File: config.mk
export PLATFORM = sky130hd
export DESIGN_NAME = multicycle_control_unit
export DESIGN_NICKNAME = d
export VERILOG_FILES = /design/src/rtl/multicycle_control_unit.sv
export SDC_FILE = /design/constraint.sdc
export NUM_CORES = 1
export LEC_CHECK = 0
export CORE_ASPECT_RATIO = 0.9
export CORE_UTILIZATION = 45
export DETAILED_ROUTE_END_ITERATION = 12
export PLACE_DENSITY = 0.77
export SETUP_SLACK_MARGIN = 0.05
export SLEW_MARGIN = 25
export SYNTH_ARGS = -nofsm -noshare
export SYNTH_HDL_FRONTEND = slang
export SYNTH_SLANG_ARGS = --single-unit
export TNS_END_PERCENT = 1
File: constraint.sdc
create_clock -name clk -period 5.7 [get_ports clk]
set_input_delay 0.855 -clock clk [delete_from_list [all_inputs] [get_ports clk]]
set_output_delay 0.855 -clock clk [all_outputs]
set_load 0.01 [all_outputs]
File: src/rtl/multicycle_control_unit.sv
// Multi-cycle RV32I control FSM: sequences fetch/decode/execute/memory/writeback over a
// unified memory with a ready handshake, counts retired instructions and traps bad opcodes.
module multicycle_control_unit #(
    parameter int unsigned CNT_W      = 32,
    parameter bit          ENABLE_IMM = 1'b1
) (
    input  logic             clk,
    input  logic             rst,
    input  logic             start,
    input  logic [6:0]       Op,
    input  logic             mem_ready,
    output logic             IRWrite,
    output logic             PCWrite,
    output logic             PCWriteCond,
    output logic             PCSource,
    output logic             IorD,
    output logic             MemRead,
    output logic             MemWrite,
    output logic             MemtoReg,
    output logic             RegWrite,
    output logic             ALUSrcA,
    output logic [1:0]       ALUSrcB,
    output logic [1:0]       ALUOp,
    output logic             illegal_op,
    output logic [3:0]       state,
    output logic [CNT_W-1:0] retired
);

    typedef enum logic [3:0] {
        StIdle    = 4'd0,
        StFetch   = 4'd1,
        StDecode  = 4'd2,
        StMemAddr = 4'd3,
        StMemRd   = 4'd4,
        StMemWb   = 4'd5,
        StMemWr   = 4'd6,
        StExecR   = 4'd7,
        StExecI   = 4'd8,
        StAluWb   = 4'd9,
        StBranch  = 4'd10,
        StTrap    = 4'd11
    } stateT;

    localparam logic [6:0] OpLoad   = 7'b0000011;
    localparam logic [6:0] OpStore  = 7'b0100011;
    localparam logic [6:0] OpRType  = 7'b0110011;
    localparam logic [6:0] OpIType  = 7'b0010011;
    localparam logic [6:0] OpBranch = 7'b1100011;

    localparam logic [CNT_W-1:0] CntOne = CNT_W'(1);

    stateT            stateQ, stateD;
    logic [CNT_W-1:0] retiredQ;
    logic             illegalQ;
    logic             retire;

    always_comb begin
        stateD = stateQ;
        retire = 1'b0;
        unique case (stateQ)
            StIdle:    if (start) stateD = StFetch;
            StFetch:   if (mem_ready) stateD = StDecode;
            StDecode: begin
                case (Op)
                    OpLoad, OpStore: stateD = StMemAddr;
                    OpRType:         stateD = StExecR;
                    OpIType:         stateD = ENABLE_IMM ? StExecI : StTrap;
                    OpBranch:        stateD = StBranch;
                    default:         stateD = StTrap;
                endcase
            end
            StMemAddr: stateD = (Op == OpLoad) ? StMemRd : StMemWr;
            StMemRd:   if (mem_ready) stateD = StMemWb;
            StMemWb: begin
                stateD = StFetch;
                retire = 1'b1;
            end
            StMemWr: begin
                if (mem_ready) begin
                    stateD = StFetch;
                    retire = 1'b1;
                end
            end
            StExecR,
            StExecI:   stateD = StAluWb;
            StAluWb,
            StBranch: begin
                stateD = StFetch;
                retire = 1'b1;
            end
            StTrap:    stateD = StTrap;
            default:   stateD = StIdle;
        endcase
    end

    always_ff @(posedge clk or posedge rst) begin
        if (rst) begin
            stateQ   <= StIdle;
            retiredQ <= '0;
            illegalQ <= 1'b0;
        end else begin
            stateQ <= stateD;
            if (retire) retiredQ <= retiredQ + CntOne;
            // Flag rises together with the TRAP state so they are never seen apart.
            if (stateD == StTrap) illegalQ <= 1'b1;
        end
    end

    always_comb begin
        IRWrite     = 1'b0;
        PCWrite     = 1'b0;
        PCWriteCond = 1'b0;
        PCSource    = 1'b0;
        IorD        = 1'b0;
        MemRead     = 1'b0;
        MemWrite    = 1'b0;
        MemtoReg    = 1'b0;
        RegWrite    = 1'b0;
        ALUSrcA     = 1'b0;
        ALUSrcB     = 2'b00;
        ALUOp       = 2'b00;
        unique case (stateQ)
            StFetch: begin
                MemRead = 1'b1;
                ALUSrcB = 2'b01;
                // IR load and PC+4 commit only on the cycle memory delivers the word.
                IRWrite = mem_ready;
                PCWrite = mem_ready;
            end
            StDecode:  ALUSrcB = 2'b10;
            StMemAddr: begin
                ALUSrcA = 1'b1;
                ALUSrcB = 2'b10;
            end
            StMemRd: begin
                MemRead = 1'b1;
                IorD    = 1'b1;
            end
            StMemWb: begin
                RegWrite = 1'b1;
                MemtoReg = 1'b1;
            end
            StMemWr: begin
                MemWrite = 1'b1;
                IorD     = 1'b1;
            end
            StExecR: begin
                ALUSrcA = 1'b1;
                ALUOp   = 2'b10;
            end
            StExecI: begin
                ALUSrcA = 1'b1;
                ALUSrcB = 2'b10;
                ALUOp   = 2'b11;
            end
            StAluWb:   RegWrite = 1'b1;
            StBranch: begin
                ALUSrcA     = 1'b1;
                ALUOp       = 2'b01;
                PCWriteCond = 1'b1;
                PCSource    = 1'b1;
            end
            default: ;
        endcase
    end

    assign state      = stateQ;
    assign retired    = retiredQ;
    assign illegal_op = illegalQ;

endmodule

# Word-level counts from Yosys, hierarchy flattened
# Cells that the tools add are included.
# Widths: inputs -> output; s select.
dict set report op_classes {
  n_addsub 1
  mul 0
  div_mod_pow 0
  order_cmp 0
  n_eq_ne 17
  shifts 0
  muxes 19
  n_bitwise 0
  n_reduce_logical 9
}
# cell n
set ops {}
lappend ops {{$pmux 4 s9} 1}
lappend ops {{$add 32x1->32 const B} 1}
lappend ops {{$eq 4x4->1 const B} 5}
lappend ops {{$eq 4x3->1 const B} 4}
lappend ops {{$mux 4} 4}
lappend ops {{$pmux 4 s4} 1}
lappend ops {{$eq 7x6->1 const B} 2}
lappend ops {{$reduce_or 2->1} 5}
lappend ops {{$mux 1} 9}
lappend ops {{$eq 4x2->1 const B} 2}
lappend ops {{$eq 7x2->1 const B} 1}
lappend ops {{$eq 7x5->1 const B} 1}
lappend ops {{$eq 7x7->1 const B} 1}
lappend ops {{$pmux 2 s3} 1}
lappend ops {{$reduce_or 3->1} 2}
lappend ops {{$eq 4x1->1 const B} 1}
lappend ops {{$logic_not 4->1} 1}
lappend ops {{$pmux 2 s2} 1}
lappend ops {{$reduce_or 4->1} 1}
lappend ops {{$mux 2} 1}
lappend ops {{$pmux 1 s2} 1}
dict set report word_totals {
  register_bits 37
  latchBits 0
  mem_bits_rw 0
  mem_bits_ro 0
  output_inout_bits 51
  mem_count 0
}

# Depth between registers and ports, before layout
# Gate-level depths: netlist of run 1.
dict set report depth {
  word_depth 5
  ltp_mapped 6
  ltp_nobuf 5
}

# Worst setup path before layout of run 1
# Ideal clock, no wire load.
dict set report synth_timing {
  path_kind {register -> output}
  start {register stateQ[3] (netlist: state[3])}
  end {output PCWrite}
  t_arrival_ns 1.683
  slack_ns 3.162
  path_stages_with_launch 5
  path_buffers 2
  path_cell_list {dfrtp_1 > clkbuf_1 > nor4b_1 > and2_1 > buf_4}
}
dict set report synth_via {
  elab_chain_len 2
}
# element line_no
set synth_rtl {}
lappend synth_rtl {{from (decl)} 52} ;# stateT stateQ, stateD;
lappend synth_rtl {{from (signal assigned)} 98} ;# stateQ <= StIdle;
lappend synth_rtl {{from (signal assigned)} 102} ;# stateQ <= stateD;
lappend synth_rtl {{$eq 4x1->1} --}
lappend synth_rtl {{$mux 1} --}
lappend synth_rtl {{to (decl)} 13} ;# output logic PCWrite,
# Every way passes these cells.

# Final worst setup path of run 1
dict set report layout_timing {
  start {register stateQ[0] (netlist: state[0])}
  end {output PCWrite}
}
dict set report layout_via {
  elab_chain_len 2
}
# element line_no
set layout_rtl {}
lappend layout_rtl {{$eq 4x1->1} 122} ;# unique case (stateQ)
lappend layout_rtl {{$mux 1} 122}
# Every way passes these cells.

==> out/results.txt, run 1 <==
Synthesis produced 202 cells. The total buffers and inverters traversed by the critical path works out to 1. STA classifies the critical path startpoint as a flip-flop. 0 antenna diodes ended up in the layout. Yosys printed 0 warnings.

For the final routed database, the setup TNS stands at 0 ps. At the later pin of the worst-skew pair, clock insertion delay measures 290 ps. The tools report the final worst clock skew as 7.24 ps. Dividing total power by cell area gives a power density of 363 nW/um^2. The buffer count from post-CTS setup fixing is 0.

Setup repair after global routing left no endpoint under its margin. When the netlist entered floorplanning its net count stood at 214. After clock tree synthesis, the flow added hold-fix buffers numbering 0. CTS saw 37 sinks. After synthesis, the largest family of logic cells by area is simple AND/OR/NAND/NOR gates. The clock tree synthesis step divided the H-tree into 2 levels. At the worst endpoint, the required time is 4850 ps.

Yosys instantiated no cell more often than dfrtp_1. In this run the remaining antenna-violating nets after routing total 0. TritonCTS built the clock tree.

The average wire per cell in the routed design is 14.3 um. For this design the static power due to leakage is 1.18 nW. The run gives 3460 ps as the flop-to-flop setup slack.

The hold violation total from the final report came out at 0. Averaged over all synthesized cells, the footprint is 10.1 sq um. For the number of iterations in the first detailed-routing pass, the log shows 4. Summing over every cut layer, the via total after detailed routing is 1,665.

The element type at the critical path end was an output pin. The critical path goes through nor4b_1 -> and2_1 -> clkdlybuf4s50_1. The residual DRC count is 0, and the area growth from synthesis to layout is 37.5%. The startpoint-to-endpoint class of the critical path is reg -> out. The initialized floorplan defines 22 standard-cell rows. The share of Yosys cell area claimed by the top area cell type works out to 0.456. The cell area after layout came out at 2790 sq um. The flow ran to the end, and the final reports show no timing, DRC or antenna violations. The cell type with the highest aggregate area in the netlist was dfrtp_1.

The synthesized netlist contains 48 unique library cells. The fraction of layout instances using a drive strength above 1 is 0.0763, and the fraction of registers with async set/reset is 1.00. The tools report the share of power burned in registers as 0.367.

The fraction of power consumed by combinational cells is 0.400. In this run the critical register-to-register path is launched from retired[3]. Counting the fill cells in the layout gives 354. The effective utilization at floorplan is 0.482. The final clock period utilization by the worst path is 0.530, and the cell internal power dissipation is 0.000651 W. Transition time at the pin with the least slew margin: 647 ps. The path class of the lowest-slack min-delay path is reg -> reg. Summing all placed instances gives a cell area of 2670 sq um.

At the end of routability-driven placement, the weighted congestion stood at 0.841. Wires add up to 4.61 mm. The shortest clock period the worst path allows after layout works out to 3020 ps. The first global-routing pass estimated 7.76 mm of wire. The number of cells on the worst reg-to-reg path is 4. The floorplan core area was 4210 sq um. The worst vdd rail ir drop is 0.000172 V, and the total of buffers placed on input and output ports is 61. On the critical path, the stage with the largest delay is an instance of dfrtp_1. The number of enable flip-flop cells after synthesis is 0, and the final net count is 273.

The via count of the first global-routing pass was 1,589; the post-synthesis instance area was 2030 sq um. The worst path meets setup with 2680 ps of slack. The switching power share of the total came out at 0.357.

Counting along the longest clock path gives a buffer depth of 2. For the part of the total power dissipated in the clock network, the log shows 0.233. The detailed router finished its first iteration with 167 violations. The fraction of synthesized cell area in xor and xnor cells is 0.147, and the largest driver fanout on the critical path is 16.

The x dimension of the die works out to 72.8 um. The endpoint of the worst register-to-register path was retired[28]. The share of the synthesized area in compound gates (AO/OA/AOI/OAI) is 0.0721. In this run the worst setup path begins at state[0]. The run gives 0.212 as the global-route usage over all layers. The floorplan step defined a die boundary enclosing 4790 sq um. The top-level I/O count came out at 62. The tools report the number of antenna violations at the first check in global routing as 0.

The area share of fa/ha/maj cells after synthesis is 0.00616. For this run the aggregate overflow at the end of global routing stands at 0. At the worst endpoint, the arrival time is 2160 ps. Final total power: 0.00101 W. In the synthesized netlist, the cells that appear most often are dfrtp_1 (37), xor2_1 (19), nand2_1 (15), nor3_1 (15), xnor2_1 (15). Yosys attributes the largest share of cell area to dfrtp_1 (46%), xor2_1 (8.2%), xnor2_1 (6.5%). The worst slew margin relative to its limit was 0.568.

The count of max-cap constraint violations was 0. For the post-synthesis sequential area ratio, the log shows 0.456. In this run the worst setup path terminates at PCWrite. Entering global routing, the biggest net connects 38 pins. In this run, CTS created clock tree buffers numbering 5. The number of vias per cell was 5.17; the max-slew violation total from the final report was 0. CTS placed an instance of clkbuf_8 at the clock tree root.

The clock-pin transition on the worst setup and hold timing paths is 70 ps, and the net switching power is 0.000362 W. The dominant delay contributor by cell family on the critical path was simple AND/OR/NAND/NOR gates. The total of endpoints with negative setup slack in the final report was 0; the simple logic cell fraction of the synthesized area was 0.267.

In this run the number of cells on the critical path is 3. The top achievable clock speed is 331 MHz, and the post-cts repair resize count is 0. The HPWL after detailed placement is 3.39 mm. The multiplexer area fraction after synthesis works out to 0.00555. The number of flip-flops and latches in the synthesized netlist is 37. On the worst path, the slowest cell contributes a delay of 640 ps.

For this run, the leading register cell type out of synthesis is dfrtp_1. In this run the vertical extent of the chip is 65.7 um. Before CTS, the worst setup slack after placement is 2720 ps.
-- kinds of logic after synthesis --
logic type / Yosys count
and+or+nand+nor: 90
DFF: 37
xor gates and xnor gates: 34
buffers and inverters: 20
AOI/OAI and AO/OA: 19
muxes: 1
adders and majority gates: 1
-- cell usage in the layout, fill, tap and decap left out, types with 2 or more instances in the layout --
cell and instances:
nand2b_1 5, o2111ai_2 2, nor3_1 15, nor2_1 6, clkdlybuf4s50_1 61, xnor2_1 15
nor2b_1 3, and3_1 2, clkbuf_8 6, o211ai_1 3, nand2_1 15, inv_1 10
or2_2 2, xor2_1 19, nor3b_1 3, nand4_1 6, a21oi_1 3, or4_1 4
o21ai_0 2, dfrtp_1 37, o22ai_1 2, nor4_1 8, nand3_1 9
-- area by class of cell --
class                      count  area [sq um]  area share
sequential                    37           926       0.332
tap                           60          75.1      0.0269
clock inverter                 2          37.5      0.0134
clock buffer                   6          82.6      0.0296
multi-input combinational    145          1020       0.364
timing repair buffer          62           618       0.221
inverter                      10          37.5      0.0134
-- power groups by stage --
stage	registers, W	clock network [W]	logic (W)
2_1_floorplan	0.000349	0	0.000245
3_3_place_gp	0.000376	0	0.000398
3_5_place_dp	0.000375	0	0.000405
4_1_cts	0.000370	0.000242	0.000407
5_1_grt	0.000380	0.000256	0.000439
6_report	0.000371	0.000236	0.000405
-- how the worst min path moves through the flow --
| stage | slack, ps | depth (start not counted) | from | endpoint |
|---|---|---|---|---|
| 2_1_floorplan | 500 | 1 | retired[31] | retired[31] |
| 3_3_place_gp | 450 | 1 | illegal_op | illegal_op |
| 3_5_place_dp | 460 | 1 | retired[31] | retired[31] |
| 4_1_cts | 470 | 1 | retired[31] | retired[31] |
| 5_1_grt | 490 | 1 | retired[31] | retired[31] |
| 6_report | 470 | 1 | retired[31] | retired[31] |
-- sequential cells by signal, indices dropped and copies added, names as in the netlist --
signal,count
retired,32
illegal_op,1
state,4
-- layer usage --
| metal | vias up | wire length [um] | share of wire | track usage |
|---|---|---|---|---|
| li1 | 830 | - | - | - |
| met1 | 802 | 2270 | 0.49 | 0.321 |
| met2 | 31 | 2170 | 0.47 | 0.315 |
| met3 | 2 | 152 | 0.033 | 0.0399 |
| met4 | 0 | 11 | 0.0024 | 0.0441 |
| met5 | - | 0 | 0 | 0 |
-- per-stage QoR --
| step | utilization | hold WS (ps) | std cells |
|---|---|---|---|
| 2_1_floorplan | - | 504 | 202 |
| 3_3_place_gp | 0.633 | 452 | 314 |
| 3_5_place_dp | 0.635 | 459 | 314 |
| 4_1_cts | 0.663 | 470 | 322 |
| 5_1_grt | 0.663 | 492 | 322 |
| 6_report | 0.663 | 466 | 322 |
(Power assumes the default switching activity.)
==> run 2: changes to the inputs <==
Clock period 5.7 ns to 2.8 ns, I/O delays scaled along.
==> run 2 against run 1 <==
Effect of this change:
- combinational power up 100%
- largest power group unchanged
- critical path type unchanged
- clock power rose by 100%
- sequential share of layout area barely moved
- critical endpoint is now ALUOp[1]
==> out/results.txt, run 2 (synthesis gave the netlist of run 1 again) <==
The flow ran to the end, and the final reports show no timing, DRC or antenna violations. The transition time at the pin with the least slew margin is 596 ps (was 647 ps), and the net switching power is 0.000734 W (was 0.000362 W). The logs give 37 (unchanged) for the number of clock sinks seen by CTS and 0.200 (was 0.212) for the global-route usage over all layers. The floorplan die height is 65.7 um (unchanged), and the total of buffers placed on input and output ports is 61 (unchanged). The last weighted congestion value of the routability-driven placer was 0.812 (was 0.841); the max-slew violation total from the final report was 0 (unchanged). The critical path arrival was 2150 ps (was 2160 ps); the part of the total power dissipated in the clock network was 0.235 (was 0.233). For the wire length the detailed router placed on met1, the log shows 2.29 mm (was 2.27 mm). The fraction of layout instances using a drive strength above 1 is 0.0798 (was 0.0763), and the x dimension of the die is 72.8 um (unchanged). The cell total after placement was 315 (was 314); the final clock period utilization by the worst path was 0.919. The largest driver fanout on the critical path came out at 13 (was 16). The startpoint-to-endpoint class of the critical path is reg -> out (unchanged).

TritonCTS built the clock tree. The run gives 4210 sq um (unchanged) as the floorplan core area. The number of antenna diodes was 0 (unchanged); the total power divided by cell area was 737 nW/um^2 (was 363 nW/um^2).

The topmost layer with routed signal wires is met4 (unchanged). The pin count of the biggest net entering global routing came out at 38 (unchanged). The count of max-cap constraint violations came out at 0 (unchanged). The final net count was 274 (was 273); the depth of the worst hold-timing path was 1 (unchanged). The full die area was 4790 sq um (unchanged).

The residual DRC count is 0 (unchanged), and the number of flip-flops in the largest register is 32 (unchanged). The worst slew margin relative to its limit came out at 0.603 (was 0.568). The routed length on met2 is 2.05 mm (was 2.17 mm), and the number of vias per cell is 5.30 (was 5.17). The switching power share of the total works out to 0.356 (was 0.357).

The average wire per cell in the routed design is 14.1 um (was 14.3 um). The flop-to-flop setup slack came out at 530 ps (was 3460 ps). Number of DRC markers in iteration 0: 141 (was 167). The tools report the hold violation total from the final report as 0 (unchanged). The top-level I/O count came out at 62 (unchanged).

The area growth from synthesis to layout came out at 37.6% (was 37.5%). The first-pass GRT wire length came out at 7.37 mm (was 7.76 mm). The logs give 3.31 mm (was 3.39 mm) for the HPWL after detailed placement and 183 um (was 152 um) for the sum of met3 wire segment lengths after detailed routing. For the fraction of power consumed by combinational cells, the log shows 0.398 (was 0.400). The final instance count without filler cells came out at 323 (was 322). Most used cells in the layout excluding fill and tap cells: clkdlybuf4s50_1 (61), dfrtp_1 (36), xor2_1 (19) (was clkdlybuf4s50_1 (61), dfrtp_1 (37), xor2_1 (19)). The tools report the total clock buffers created by CTS as 5 (unchanged). The final-layout setup total negative slack is 0 ps (unchanged). The depth of the most critical reg-to-reg path was 4 (unchanged).

Subtracting the final worst setup slack from the clock period gives 2570 ps. Number of iterations in the first detailed-routing pass: 4 (unchanged). The residual antenna-violating net count after detailed routing came out at 0 (unchanged). The required time reported for the critical path endpoint came out at 2380 ps (was 4850 ps). The run gives 290 ps (about the same) as the clock latency at the later pin of the worst-skew pair. The tools report the maximum level of the CTS H-tree as 2 (unchanged). The tools report the type of origin of the critical path as a flip-flop (unchanged).

For the total of endpoints with negative setup slack in the final report, the log shows 0 (unchanged). The path class of the lowest-slack min-delay path is reg -> reg (unchanged). Final worst clock skew: 7.37 ps (was 7.24 ps).

The logs give 0 (unchanged) for the number of hold buffers added after CTS and 1.19 nW (was 1.18 nW) for the reported leakage power. The tools report the buffer count from post-CTS setup fixing as 0 (unchanged). Setup repair after global routing left no endpoint under its margin. The number of antenna violations at the first check in global routing is 0 (unchanged). Leading cell type in the layout, fill and taps excluded: clkdlybuf4s50_1 (unchanged). The cell at the root of the clock tree is clkbuf_8 (unchanged). The fill cell instance count of the final layout is 334 (was 354). For the buffer depth of the longest clock path, the log shows 2 (unchanged). The cell internal power dissipation came out at 0.00133 W (was 0.000651 W). The clock-pin transition on the worst setup and hold timing paths is 70 ps (about the same). The tools report the element type at the critical path end as an output pin (unchanged).

The total wire length after detailed routing was 4.56 mm (was 4.61 mm); the top achievable clock speed was 388 MHz. The worst vdd rail ir drop was 0.000382 V (was 0.000172 V); the residual overflow from global routing was 0 (unchanged). The via count of the first global-routing pass is 1,572 (was 1,589), and the share of power burned in registers is 0.367 (about the same). The total number of vias was 1,711 (was 1,665); the standard-cell row count was 22 (unchanged). The effective utilization at floorplan is 0.482 (unchanged).
run 2: cell count changes in the layout (fill, tap and decap cells not counted):
cell       before  now
buf_4           1    2
dfrtp_1        37   36
dfrtp_2         0    1
o2111ai_1       0    1
o2111ai_2       2    1
run 2: layout make-up:
type / instances / area (sq um) / area share
clock buffer: 6 / 82.6 / 0.0295
clock inverter: 2 / 37.5 / 0.0134
inverter: 10 / 37.5 / 0.0134
multi-input combinational: 145 / 1010 / 0.361
sequential: 37 / 927 / 0.332
tap: 60 / 75.1 / 0.0269
timing repair buffer: 63 / 626 / 0.224
run 2: stage by stage:
stage	worst slack [ps]	util	hold slack, ps	total power [W]	area, sq um
6_report	226	0.664	467	0.00206	2800
5_1_grt	101	0.664	491	0.00217	2800
4_1_cts	188	0.663	474	0.00206	2790
3_5_place_dp	507	0.635	463	0.00158	2670
3_3_place_gp	583	0.635	455	0.00158	2670
2_1_floorplan	697	-	504	0.00121	2030
run 2: path summary, 6_finish.rpt:
path                              from     endpoint
setup / recovery              state[3]     ALUOp[1]
hold / removal             retired[31]  retired[31]
setup reg to reg            retired[3]  retired[27]
hold reg to reg            retired[31]  retired[31]
max in group asynchronous          rst     state[0]
min in group asynchronous          rst     state[3]
run 2: worst max-delay path: stages, from the launching register on:
cell	delay (ps)
dfrtp_1	600
nor2b_1	430
nand3_1	180
o21ai_0	100
clkdlybuf4s50_1	560
run 2: power groups by stage:
| stage | Combinational, W | Sequential (W) | Clock, W |
|---|---|---|---|
| 6_report | 0.000820 | 0.000757 | 0.000483 |
| 5_1_grt | 0.000888 | 0.000776 | 0.000510 |
| 4_1_cts | 0.000820 | 0.000751 | 0.000488 |
| 3_5_place_dp | 0.000817 | 0.000762 | 0 |
| 3_3_place_gp | 0.000814 | 0.000762 | 0 |
| 2_1_floorplan | 0.000498 | 0.000710 | 0 |
run 2: timing repair:
item | 4_1_cts | 5_1_grt
endpoints found under the hold margin | 0 | 0
endpoints found under the setup margin | 0 | 2
resized for setup | 0 | 1
run 2: per-layer routing:
metal / vias up / GRT usage
li1: 833 / -
met4: 0 / 0.0441
met1: 834 / 0.293
met3: 8 / 0.0383
met5: - / 0
met2: 36 / 0.307
==> run 3: changes to the inputs <==
--- a/config.mk
+++ b/config.mk
@@ -8,5 +8,6 @@
 export CORE_ASPECT_RATIO = 0.9
-export CORE_UTILIZATION = 45
+export CORE_UTILIZATION = 47
+export CTS_CLUSTER_DIAMETER = 40
 export DETAILED_ROUTE_END_ITERATION = 12
-export PLACE_DENSITY = 0.77
+export PLACE_DENSITY = 0.8
 export SETUP_SLACK_MARGIN = 0.05
==> constraint.sdc (replaced) <==
create_clock -name clk -period 2.8 [get_ports clk]
set_input_delay 0.28 -clock clk [delete_from_list [all_inputs] [get_ports clk]]
set_output_delay 0.28 -clock clk [all_outputs]
set_load 0.01 [all_outputs]
==> run 3 against run 2 <==
Effect of this change:
- register-to-register slack gained 70 ps
- non-clock buffer count unchanged
- maximum frequency is 5.4% higher
- critical path depth down 1
- worst setup slack improved by 130 ps
- die area fell by 4.1%
- worst hold slack worse by 69 ps
- the flow now finishes with violations (DRC)
- routed wire length is 1.9% lower
- clock power down 28%
- design area decreased by 2.0%
- global-route usage rose by 0.66 points
==> out/results.txt, run 3 (synthesis gave the netlist of run 1 again) <==
Transition time at the pin with the least slew margin: 637 ps (was 596 ps). The logs give 0 (unchanged) for the buffer count from post-CTS setup fixing and 5 (unchanged) for the total clock buffers created by CTS. TritonCTS built the clock tree. The x dimension of the die is 71.3 um (was 72.8 um), and the residual DRC count is 2 (was 0). The run gives 0.395 (was 0.367) as the share of power burned in registers.

The HPWL after detailed placement was 3.24 mm (was 3.31 mm); the required time reported for the critical path endpoint was 2520 ps (was 2380 ps). The hold violation total from the final report was 0 (unchanged). The total power divided by cell area is 701 nW/um^2 (was 737 nW/um^2), and the number of clock sinks seen by CTS is 37 (unchanged). For the residual antenna-violating net count after detailed routing, the log shows 0 (unchanged). The checks that failed: DRC. The logs give 22 (unchanged) for the standard-cell row count and 0 (unchanged) for the max-slew violation total from the final report. The pin count of the biggest net entering global routing came out at 38 (unchanged).

The tools report the number of iterations in the first detailed-routing pass as 8 (was 4). The run gives 2 (unchanged) as the maximum level of the CTS H-tree. The startpoint-to-endpoint class of the critical path was reg -> out (unchanged).

The logs give 600 ps (was 530 ps) for the flop-to-flop setup slack and 1,552 (was 1,572) for the via count of the first global-routing pass. The leading cell type in the layout, fill and taps excluded is clkdlybuf4s50_1 (unchanged). The worst slew margin relative to its limit was 0.575 (was 0.603). For the full die area, the log shows 4590 sq um (was 4790 sq um). The critical path arrival is 2160 ps (was 2150 ps). The tools report the fraction of power consumed by combinational cells as 0.423 (was 0.398). The switching power share of the total came out at 0.369 (was 0.356).

The fraction of layout instances using a drive strength above 1 is 0.0646 (was 0.0798). Critical path's slowest cell: dfrtp_1 (unchanged). The cell internal power dissipation was 0.00121 W (was 0.00133 W).

Average wire per cell in the routed design: 14.4 um (was 14.1 um). The total of buffers placed on input and output ports was 61 (unchanged); the number of flip-flops in the largest register was 32 (unchanged). Net switching power: 0.000708 W (was 0.000734 W).

Area growth from synthesis to layout: 34.9% (was 37.6%). The depth of the most critical reg-to-reg path was 4 (unchanged). Setup repair after global routing left no endpoint under its margin. The clock latency at the later pin of the worst-skew pair was 280 ps (was 290 ps); the final total power was 0.00192 W (was 0.00206 W). Total number of vias: 1,698 (was 1,711).

The tools report the top-level I/O count as 62 (unchanged). For the worst vdd rail ir drop, the log shows 0.000387 V (was 0.000382 V). The first-pass GRT wire length came out at 7.21 mm (was 7.37 mm).

The logs give 124 (was 141) for the number of DRC markers in iteration 0 and 2 (unchanged) for the buffer depth of the longest clock path. The run gives 0 (unchanged) as the count of max-cap constraint violations. The element type at the critical path end was an output pin (unchanged).

The cell at the root of the clock tree was clkbuf_8 (unchanged). Cell chain of the critical path: nor4b_1 -> and2_1 -> clkdlybuf4s50_1 (was nor2b_1 -> nand3_1 -> o21ai_0 -> clkdlybuf4s50_1). Most used cells in the layout excluding fill and tap cells: clkdlybuf4s50_1 (61), dfrtp_1 (37), xor2_1 (19) (was clkdlybuf4s50_1 (61), dfrtp_1 (36), xor2_1 (19)).

For the final net count, the log shows 274 (unchanged). The floorplan core area is 4100 sq um (was 4210 sq um). Endpoint of the worst register-to-register path: retired[23] (was retired[27]). The final-layout setup total negative slack was 0 ps (unchanged). The run gives 0.768 (was 0.812) as the last weighted congestion value of the routability-driven placer. Final clock period utilization by the worst path: 0.872 (was 0.919). Source of the worst register-to-register timing path: retired[3] (unchanged).

The path class of the lowest-slack min-delay path was in -> async (was reg -> reg). Reported leakage power: 1.17 nW (was 1.19 nW). The clock-pin transition on the worst setup and hold timing paths was 60 ps (was 70 ps); the number of antenna violations at the first check in global routing was 0 (unchanged).

The number of antenna diodes was 0 (unchanged); the final worst clock skew was 5.79 ps (was 7.37 ps). The post-cts repair resize count came out at 0 (unchanged). The run gives 0.207 (was 0.200) as the global-route usage over all layers.

The number of hold buffers added after CTS was 0 (unchanged). The tools report the type of origin of the critical path as a flip-flop (unchanged). The largest driver fanout on the critical path was 16 (was 13); the total of endpoints with negative setup slack in the final report was 0 (unchanged). The residual overflow from global routing is 0 (unchanged), and the floorplan die height is 64.4 um (was 65.7 um). The longest individual stage delay on the worst path was 630 ps (was 600 ps). The shortest clock period the worst path allows after layout came out at 2440 ps (was 2570 ps). The run finished, with violations left.

The number of vias per cell works out to 5.46 (was 5.30). The effective utilization at floorplan came out at 0.495 (was 0.482). The total wire length after detailed routing came out at 4.47 mm (was 4.56 mm). The top achievable clock speed is 409 MHz (was 388 MHz). The part of the total power dissipated in the clock network is 0.182 (was 0.235).
==> run 3: changes by cell type in the layout (fill, tap and decap cells not counted) <==
cell | previous run | this run
clkinvlp_4 | 1 | 0
dfrtp_2 | 1 | 0
bufinv_16 | 1 | 0
dfrtp_1 | 36 | 37
clkbuf_8 | 6 | 5
clkbuf_1 | 0 | 3
==> run 3: area by class of cell <==
type / count / area, sq um
fill: 333 / 1360
multi-input combinational: 145 / 1010
sequential: 37 / 926
timing repair buffer: 63 / 626
clock buffer: 8 / 80.1
tap: 48 / 60.1
inverter: 10 / 37.5
==> run 3: worst max path at each step <==
stage	from	to	slack, ps
2_1_floorplan	state[3]	PCWrite	840
3_3_place_gp	retired[3]	retired[27]	710
3_5_place_dp	retired[3]	retired[28]	630
4_1_cts	state[0]	IRWrite	350
5_1_grt	state[0]	PCWrite	160
6_report	state[0]	IRWrite	360
==> run 3: critical path, delay by kind of cell, from the launching register on <==
family / cells / cell delay [ps]
DFF: 1 / 630
and+or+nand+nor: 2 / 700
buffers and inverters: 1 / 550
==> run 3: stage by stage <==
stage	instances	area (sq um)	setup slack, ps	utilization	hold WS [ps]
4_1_cts	311	2740	348	0.668	412
3_5_place_dp	303	2660	627	0.648	460
6_report	311	2740	357	0.668	398
5_1_grt	311	2740	161	0.668	448
3_3_place_gp	303	2660	710	0.648	454
2_1_floorplan	202	2030	837	-	392
==> run 3: routing by layer <==
layer	GRT usage	wire, um	up-vias
met4	0.108	57	0
met1	0.275	2100	813
met3	0.0410	179	4
met5	0	0	-
li1	-	-	837
met2	0.319	2130	44
==> run 3: power by group through the flow <==
stage | combinational, W | clock [W] | sequential, W
CTS | 0.000812 | 0.000359 | 0.000756
detailed placement | 0.000809 | 0 | 0.000766
finish | 0.000813 | 0.000349 | 0.000758
global route | 0.000881 | 0.000386 | 0.000776
floorplan | 0.000498 | 0 | 0.000710
global placement | 0.000809 | 0 | 0.000757
==> variant (config.mk and constraints of run 2) <==
Change the parameter `ENABLE_IMM` from 1'b1 to 1'b0.
--- a/src/rtl/multicycle_control_unit.sv
+++ b/src/rtl/multicycle_control_unit.sv
@@ -2,7 +2,7 @@
 // unified memory with a ready handshake, counts retired instructions and traps bad opcodes.
 module multicycle_control_unit #(
     parameter int unsigned CNT_W      = 32,
-    parameter bit          ENABLE_IMM = 1'b1
+    parameter bit          ENABLE_IMM = 1'b0
 ) (
     input  logic             clk,
     input  logic             rst,
Check against the original RTL: not equivalent (Yosys sat finds a counterexample within 4 cycles, from zero or initial values and one cycle with rst high).
==> variant against run 2 <==
  * The flow now finishes with violations (design-rule violations)
  * Clock skew up 0.0024 ns
  * Synthesized cell count down 3.5%
  * Sequential cell count unchanged
  * Power down 0.15%
  * Worst setup slack better by 0.15 ns
  * Area after synthesis down 4.3%
  * Routed wire length down 6.2%
  * Register-to-register slack better by 0.08 ns
  * Cell area down 2.8%
  * Critical path type unchanged
  * Largest cell class unchanged
  * Highest routed layer unchanged
==> variant: results <==
[status]
status = finished with violations
failed_checks = design-rule violations

[layout]
area_share_nonclk_buffers_pct = 24.4
largest_reg_flops = 32
seq_area_sq_um = 926
layout-drive-gt1-share_pct = 7.98
antenna_cells = 0
buffers = 68
final-instance-count-excl-fill = 311
clock_area_share_pct = 3.55
fill_cells = 345
inv_count = 7
multi_input_area_sq_um = 945
multi_input_cells = 143

[routing]
dr.first_iter.drc_count = 120
wl_met2_mm = 1.98
wirelength_mm = 4.27
dr.pass1.iters = 8
final_antenna_net_count = 0
wirelength_met1_mm = 2.06
wl_met3_microns = 190
num_vias = 1645
drc = 2

[pwr]
ir_drop_uv = 659
leakagePower_nw = 1.12

[clock_network]
post_cts_resized = 0
numCtsBuffers = 5
clock-root-buffer = clkbuf_8
ctsHoldBuffers = 0
cts_setup_buffers = 0
clock_sinks = 37

[placement]
gp_congestion = 0.764
place_area_sq_um = 2620
dp_hpwl_mm = 3.14
post-place-ws_ns = 0.166
placed_cells = 303

[global_routing]
grt_first_pass_wirelength_mm = 7.38
use_met2_pct = 32.5
met1_usage_pct = 28.7
use_met3_pct = 3.79
grt.total_usage_pct = 20.7

[synthesis]
synthTopCellsByArea = dfrtp_1 48%, xnor2_1 11%, xor2_1 4.5%
synthTopCellsByCount = 37 x dfrtp_1, 25 x xnor2_1, 20 x nor2_1, 15 x nand2_1, 13 x nand3_1
yosysWarnings = 0
syn_avg_cell_area_sq_um = 9.96
syn_nets = 207
synth_cell_types = 40
seq_area_frac_synth_pct = 47.6

[setup_path]
critPathMaxFanout = 8
cp.arrival_ns = 2.01

[sta]
maxSlewHeadroom_pct = 68.1
fin_skew_ns = 0.00972
-- variant: power by group --
group | internal (W) | switching, W
clock network | 0.000199 | 0.000190
registers | 0.000614 | 0.0000839
logic | 0.000493 | 0.000478
-- variant: cells by family (layout without fill, tap and decap cells) --
| logic type | Yosys count | in the layout | share of synthesized area [%] |
|---|---|---|---|
| adder cells (fa/ha/maj) | 1 | 1 | 0.644 |
| AO/OA/AOI/OAI | 19 | 19 | 7.99 |
| flip-flops | 37 | 37 | 47.6 |
| multiplexers | 1 | 1 | 0.579 |
| XOR/XNOR | 35 | 35 | 15.8 |
| AND/OR/NAND/NOR | 87 | 87 | 23.6 |
| buffers and inverters | 15 | 83 | 3.73 |
-- variant: stage by stage --
| step | total power, W | utilization, % |
|---|---|---|
| 3_3_place_gp | 0.00167 | 63.9 |
| 3_5_place_dp | 0.00168 | 63.9 |
| 2_1_floorplan | 0.00125 | - |
| 5_1_grt | 0.00219 | 66.2 |
| 4_1_cts | 0.00207 | 66.2 |
| 6_report | 0.00206 | 66.2 |
-- variant: worst paths after layout --
| path | depth (start not counted) | slack [ns] | start | to |
|---|---|---|---|---|
| hold reg to reg | 1 | 0.48 | illegal_op | illegal_op |
| hold / removal | 1 | 0.48 | illegal_op | illegal_op |
| setup / recovery | 4 | 0.37 | state[2] | ALUOp[1] |
| max in group asynchronous | 3 | 1.93 | rst | retired[2] |
| setup reg to reg | 5 | 0.61 | state[2] | retired[28] |
| min in group asynchronous | 3 | 0.55 | rst | retired[15] |
-- variant: critical path: stages (launching register included) --
cell and delay [ns]:
dfrtp_1 0.37, nand2b_1 0.31, or3_1 0.40, o21ai_0 0.08, clkdlybuf4s50_1 0.55
